`config.mk`:
```
export PLATFORM = sky130hd
export DESIGN_NAME = nubus_target
export DESIGN_NICKNAME = d
export VERILOG_FILES = /design/src/rtl/nubus_pkg.sv /design/src/rtl/nubus_target_decode.sv /design/src/rtl/nubus_target.sv
export SDC_FILE = /design/constraint.sdc
export NUM_CORES = 1
export LEC_CHECK = 0
export BUFFER_PORTS_ARGS = -buffer_cell sky130_fd_sc_hd__buf_2
export CAP_MARGIN = 30
export CORE_UTILIZATION = 48
export DETAILED_ROUTE_END_ITERATION = 10
export HOLD_SLACK_MARGIN = 0.15
export MAX_ROUTING_LAYER = met4
export PLACE_DENSITY_LB_ADDON = 0.1
export SLEW_MARGIN = 20
export SYNTH_ARGS = -nofsm -noshare
export SYNTH_HDL_FRONTEND = slang
export SYNTH_SLANG_ARGS = --single-unit
```
`constraint.sdc`:
```
create_clock -name nub_clkn -period 3.86 [get_ports nub_clkn]
set_input_delay 0.193 -clock nub_clkn [delete_from_list [all_inputs] [get_ports nub_clkn]]
set_output_delay 0.193 -clock nub_clkn [all_outputs]
set_load 0.1 [all_outputs]
```
`src/rtl/nubus_pkg.sv`:
```
// NuBus target shared definitions: FSM states, ACK status codes, lane masks.
// No logic of its own; imported by the target and its decoder.
// Status codes are the {TM1*, TM0*} values driven during ACK.
package nubus_pkg;

    typedef enum logic [2:0] {
        ST_IDLE  = 3'd0,
        ST_ADDR  = 3'd1,
        ST_WDATA = 3'd2,
        ST_MEM   = 3'd3,
        ST_ACK   = 3'd4
    } state_t;

    typedef enum logic [1:0] {
        STAT_COMPLETE = 2'b00,
        STAT_ERROR    = 2'b01,
        STAT_TIMEOUT  = 2'b10,
        STAT_TRYAGAIN = 2'b11
    } status_t;

    localparam logic [3:0] LANES_HALF_LO = 4'b0011;
    localparam logic [3:0] LANES_HALF_HI = 4'b1100;
    localparam logic [3:0] LANES_WORD    = 4'b1111;

    // One-hot strobe for a single byte transfer on lane a
    function automatic logic [3:0] byte_lane(input logic [1:0] a);
        return 4'b0001 << a;
    endfunction

endpackage

```
`src/rtl/nubus_target_decode.sv`:
```
// NuBus START decode: slot/superslot hit, byte-lane mask and direction.
// Purely combinational, zero latency.
// No flow control; the caller qualifies outputs with START and IDLE.
module nubus_target_decode
    import nubus_pkg::*;
#(
    parameter logic [3:0] SLOTS_ADDRESS = 4'hF
) (
    input  logic [7:0] ad_top_i,   // true-polarity ad[31:24]
    input  logic [1:0] ad_low_i,   // true-polarity ad[1:0]
    input  logic [3:0] idn_i,      // slot ID, active-low
    input  logic       tm1n_i,
    input  logic       tm0n_i,
    output logic       hit_o,
    output logic [3:0] lanes_o,
    output logic       write_o
);

    logic [3:0] slot_id;
    assign slot_id = ~idn_i;

    // Standard slot space (Fs.xxxxx) or this card's superslot (sxxxxxxx)
    assign hit_o = ((ad_top_i[7:4] == SLOTS_ADDRESS) && (ad_top_i[3:0] == slot_id))
                 || (ad_top_i[7:4] == slot_id);

    // TM1* low at START marks a write
    assign write_o = ~tm1n_i;

    // TM0* high selects a byte; otherwise ad[1:0] picks half-word or word
    always_comb begin
        lanes_o = LANES_WORD;
        if (tm0n_i) begin
            lanes_o = byte_lane(ad_low_i);
        end else begin
            case (ad_low_i)
                2'b00:   lanes_o = LANES_HALF_LO;
                2'b10:   lanes_o = LANES_HALF_HI;
                default: lanes_o = LANES_WORD;
            endcase
        end
    end

endmodule

```
`src/rtl/nubus_target.sv`:
```
// NuBus slave bridging bus cycles to a simple local memory request port.
// START->ACK is 2+N clocks for reads, 3+N for writes (N = memory wait clocks).
// Memory stalls extend MEM until ready/error/tryagain or the watchdog aborts.
module nubus_target
    import nubus_pkg::*;
#(
    parameter logic [3:0] SLOTS_ADDRESS = 4'hF,
    parameter int         WDT_W         = 8
) (
    input  logic        nub_clkn,
    input  logic        nub_reset,
    input  logic [3:0]  nub_idn,
    input  logic        nub_startn,
    input  logic        nub_tm1n_i,
    input  logic        nub_tm0n_i,
    input  logic [31:0] nub_adn_i,
    output logic        nub_ackn_o,
    output logic        nub_ack_oe,
    output logic        nub_tm1n_o,
    output logic        nub_tm0n_o,
    output logic        nub_tm_oe,
    output logic [31:0] nub_adn_o,
    output logic        nub_ad_oe,
    output logic        mem_valid,
    output logic [31:0] mem_addr,
    output logic [31:0] mem_wdata,
    output logic [3:0]  mem_write,
    input  logic [31:0] mem_rdata,
    input  logic        mem_ready,
    input  logic        mem_error,
    input  logic        mem_tryagain,
    output logic        tgt_busy
);

    localparam logic [WDT_W-1:0] WDT_MAX = '1;
    localparam logic [WDT_W-1:0] WDT_ONE = {{(WDT_W-1){1'b0}}, 1'b1};

    logic [31:0]      ad;
    logic             dec_hit;
    logic [3:0]       dec_lanes;
    logic             dec_write;

    state_t           state_q;
    logic [31:0]      addr_q;
    logic [31:0]      wdata_q;
    logic [3:0]       lanes_q;
    logic             write_q;
    logic             valid_q;
    logic [3:0]       mem_write_q;
    logic [WDT_W-1:0] wdt_q;
    logic [WDT_W-1:0] wdt_d;
    logic             ack_oe_q;
    logic             ackn_q;
    logic             tm_oe_q;
    logic             tm1n_q;
    logic             tm0n_q;
    logic             ad_oe_q;
    logic [31:0]      adn_q;
    logic             rsp_done;
    status_t          rsp_st;

    assign ad = ~nub_adn_i;

    nubus_target_decode #(
        .SLOTS_ADDRESS (SLOTS_ADDRESS)
    ) u_decode (
        .ad_top_i (ad[31:24]),
        .ad_low_i (ad[1:0]),
        .idn_i    (nub_idn),
        .tm1n_i   (nub_tm1n_i),
        .tm0n_i   (nub_tm0n_i),
        .hit_o    (dec_hit),
        .lanes_o  (dec_lanes),
        .write_o  (dec_write)
    );

    // Watchdog expires on the clock its count would reach all ones
    assign wdt_d = wdt_q + WDT_ONE;

    // Pick the MEM exit status: error beats tryagain beats ready beats timeout
    always_comb begin
        rsp_done = 1'b1;
        rsp_st   = STAT_COMPLETE;
        if (mem_error) begin
            rsp_st = STAT_ERROR;
        end else if (mem_tryagain) begin
            rsp_st = STAT_TRYAGAIN;
        end else if (mem_ready) begin
            rsp_st = STAT_COMPLETE;
        end else if (wdt_d == WDT_MAX) begin
            rsp_st = STAT_TIMEOUT;
        end else begin
            rsp_done = 1'b0;
        end
    end

    // Transfer FSM with registered bus and memory outputs
    always_ff @(posedge nub_clkn or posedge nub_reset) begin
        if (nub_reset) begin
            state_q     <= ST_IDLE;
            addr_q      <= '0;
            wdata_q     <= '0;
            lanes_q     <= '0;
            write_q     <= 1'b0;
            valid_q     <= 1'b0;
            mem_write_q <= '0;
            wdt_q       <= '0;
            ack_oe_q    <= 1'b0;
            ackn_q      <= 1'b1;
            tm_oe_q     <= 1'b0;
            tm1n_q      <= 1'b1;
            tm0n_q      <= 1'b1;
            ad_oe_q     <= 1'b0;
            adn_q       <= '1;
        end else begin
            // Bus drivers are released everywhere except the single ACK clock
            ack_oe_q <= 1'b0;
            ackn_q   <= 1'b1;
            tm_oe_q  <= 1'b0;
            tm1n_q   <= 1'b1;
            tm0n_q   <= 1'b1;
            ad_oe_q  <= 1'b0;
            adn_q    <= '1;
            case (state_q)
                ST_IDLE: begin
                    if (!nub_startn && dec_hit) begin
                        addr_q  <= {ad[31:2], 2'b00};
                        lanes_q <= dec_lanes;
                        write_q <= dec_write;
                        state_q <= ST_ADDR;
                    end
                end
                ST_ADDR: begin
                    if (write_q) begin
                        // Write data is on the bus the clock after START
                        wdata_q <= ad;
                        state_q <= ST_WDATA;
                    end else begin
                        valid_q <= 1'b1;
                        wdt_q   <= '0;
                        state_q <= ST_MEM;
                    end
                end
                ST_WDATA: begin
                    valid_q     <= 1'b1;
                    mem_write_q <= lanes_q;
                    wdt_q       <= '0;
                    state_q     <= ST_MEM;
                end
                ST_MEM: begin
                    wdt_q <= wdt_d;
                    if (rsp_done) begin
                        valid_q            <= 1'b0;
                        mem_write_q        <= '0;
                        ack_oe_q           <= 1'b1;
                        ackn_q             <= 1'b0;
                        tm_oe_q            <= 1'b1;
                        {tm1n_q, tm0n_q}   <= rsp_st;
                        if (!write_q && (rsp_st == STAT_COMPLETE)) begin
                            ad_oe_q <= 1'b1;
                            adn_q   <= ~mem_rdata;
                        end
                        state_q <= ST_ACK;
                    end
                end
                ST_ACK: begin
                    state_q <= ST_IDLE;
                end
                default: begin
                    state_q <= ST_IDLE;
                end
            endcase
        end
    end

    assign nub_ackn_o = ackn_q;
    assign nub_ack_oe = ack_oe_q;
    assign nub_tm1n_o = tm1n_q;
    assign nub_tm0n_o = tm0n_q;
    assign nub_tm_oe  = tm_oe_q;
    assign nub_adn_o  = adn_q;
    assign nub_ad_oe  = ad_oe_q;
    assign mem_valid  = valid_q;
    assign mem_addr   = addr_q;
    assign mem_wdata  = wdata_q;
    assign mem_write  = mem_write_q;
    assign tgt_busy   = (state_q != ST_IDLE);

endmodule

```
==> results.py <==
metrics = {
    "finish": {
        "diodes": 0,
        "final_common_cell": "buf_2",
        "layout_common_cells": "181 x buf_2, 85 x dfrtp_1, 75 x nand2_1",
        "multi_input_comb_area_um2": 1368,
        "syn_to_final_growth_pct": 48.80,
        "seq_area_um2": 3047,
        "fin_nets": 743,
        "fillerInstances": 654,
        "layout-drive-gt1-share_pct": 38.05,
    },
    "placement": {
        "gp_congestion": 0.8315,
        "hpwlAfterDp_um": 7337,
        "port_buffers": 181,
    },
    "synth": {
        "yosys_warnings": 0,
        "ys_seq_area_share_pct": 64.83,
        "synth_async_sr_flop_share_pct": 100.0,
        "synth_edf_count": 0,
        "yosysUniqueCellTypes": 38,
        "syn_inst": 409,
        "synthesis.area_um2": 4700,
        "avgSynthCellArea_um2": 11.49,
        "synth_flop_cell": "dfrtp_1",
        "ys_seq_elements": 120,
    },
    "routing": {
        "postRouteAntennaNets": 0,
        "drt-wirelength-per-cell_um": 14.46,
        "remaining_drc_errors": 0,
        "first_pass_iters": 4,
        "drt_iter0_markers": 73,
        "vias": 3851,
        "routed_wl_um": 11670,
        "via_per_inst": 4.772,
    },
    "timing": {
        "final-setup-viol-count": 0,
        "fmaxAchievable_mhz": 407.6,
        "grt_setup_unrepaired": "no",
        "timing.final.crit_period_ns": 2.454,
        "hold_viol_final": 0,
        "setup_tns_ns": 0,
        "period_share_pct": 63.56,
        "fin_skew_ns": 0.005900,
        "relSlewSlack_pct": 53.13,
        "slew_viol_final": 0,
        "tightestPinTransition_ns": 0.7031,
    },
    "setup_path": {
        "r2r_cells": 5,
        "startpoint_type": "input port",
        "crit_path_max_fanout": 25,
        "end_kind": "register",
        "critPathKind": "in -> reg",
        "required_ns": 4.28,
        "crit_arrival_ns": 2.88,
    },
    "floorplanning": {
        "die-height_um": 100.9,
        "num_io_pins": 184,
        "dieArea_um2": 10190,
        "die_x_um": 100.9,
        "initial_core_util_pct": 50.15,
        "core_um2": 9371,
        "std_cell_rows": 35,
    },
    "global_routing": {
        "grt_util_all_layers_pct": 25.44,
        "grt_max_degree": 65,
        "grt_pass1_vias": 3979,
        "grt.overflow.total": 0,
        "antenna_found_initial": 0,
        "grt_pass1_wl_um": 18770,
    },
    "worst_hold_path": {
        "hp-class": "in -> async",
    },
    "clock_tree": {
        "cts_max_level": 4,
        "worstSkewPairLatency_ns": 0.51,
        "tritoncts": "yes",
        "cts_made_buffers": 17,
        "clk_path_buf_depth": 2,
        "clk_pin_slew_ns": 0.05,
        "cts-resized-gates": 0,
        "post_cts_buffers": 0,
        "cts_sinks": 120,
        "cts_root_buf": "clkbuf_8",
        "postCtsHoldBufs": 71,
    },
    "status": {
        "status": "finished clean",
    },
    "flow_run": {
        "maxCapViolations": 0,
    },
}
[path summary, 6_finish.rpt]
path / start / end / slack (ns)
max: nub_adn_i[28] / mem_addr[27] / 1.41
min: nub_reset / mem_wdata[3] / 0.24
max reg2reg: state_q[2] / nub_adn_o[14] / 1.56
min reg2reg: mem_wdata[22] / mem_wdata[22] / 0.47
max in group asynchronous: nub_reset / mem_addr[19] / 2.68
min in group nub_clkn: nub_startn / state_q[0] / 0.31
[final cells by class]
cell class              count  area share [%]
flip-flops and latches    120           43.57
repair buffers            258           24.23
multi-input cells         229           19.56
clock buffers              26           7.747
well taps                 129           2.308
inverters                  39           2.129
clock inverters             6          0.4652
[flip-flops by register name, summed over array words and instances, names as in the netlist]
register	count
mem_wdata	32
nub_adn_o	32
mem_addr	30
wdt_q	8
lanes_q	4
mem_write	4
state_q	3
mem_valid	1
nub_ackn_o	1
nub_ad_oe	1
nub_tm0n_o	1
nub_tm1n_o	1
nub_tm_oe	1
write_q	1
[logic make-up after synthesis]
family / count (synthesis) / synth area share [%]
buffers and inverters: 61 / 6.336
xor gates and xnor gates: 13 / 2.423
adders and majority gates: 4 / 0.9584
and+or+nand+nor: 110 / 10.01
AOI/OAI and AO/OA: 64 / 7.641
muxes: 36 / 7.721
DFF: 120 / 64.83
other: 1 / 0.07980
[metrics by stage]
stage	instance area [µm²]	hold slack [ns]	std cells	utilization, %	setup slack (ns)
floorplan	4703	0.2323	410	-	0.5391
global placement	5673	0.2238	702	60.53	1.546
detailed placement	5688	0.2363	703	60.69	1.435
CTS	6973	0.2362	806	74.41	1.389
global route	6993	0.2560	807	74.62	1.273
finish	6993	0.2381	807	74.62	1.406
[worst max-delay path, stage by stage]
cell           delay [ns]
dlygate4sd3_1        0.54
buf_2                0.15
or4_1                0.52
nor4_1               0.28
nand3_1              0.19
a21oi_4              0.48
buf_12               0.29
mux2i_1              0.24
[cells in the mapped netlist, types with 4 or more instances]
cell type / n / share of area, %
nor2_1: 11 / 0.88
inv_1: 39 / 3.1
xnor2_1: 10 / 1.9
mux2i_1: 34 / 7.2
nand2_1: 75 / 6.0
nand3_1: 6 / 0.64
clkbuf_1: 14 / 1.1
and2_1: 4 / 0.53
dfrtp_1: 85 / 45
o21ai_0: 47 / 5.0
a22oi_1: 4 / 0.64
dfstp_2: 35 / 20
[routing by layer]
metal / share of wire (%) / routed length, µm / vias to the layer above / global-route usage (%)
met1: 42 / 4933 / 1845 / 29.94
met4: 2.1 / 246 / 0 / 10.48
met2: 50 / 5870 / 134 / 40.46
met3: 5.3 / 616 / 27 / 8.183
met5: 0 / 0 / - / -
li1: - / - / 1845 / -
Power is not shown: default switching activity piles up to over one toggle a cycle in this logic, so the estimate is an artifact.
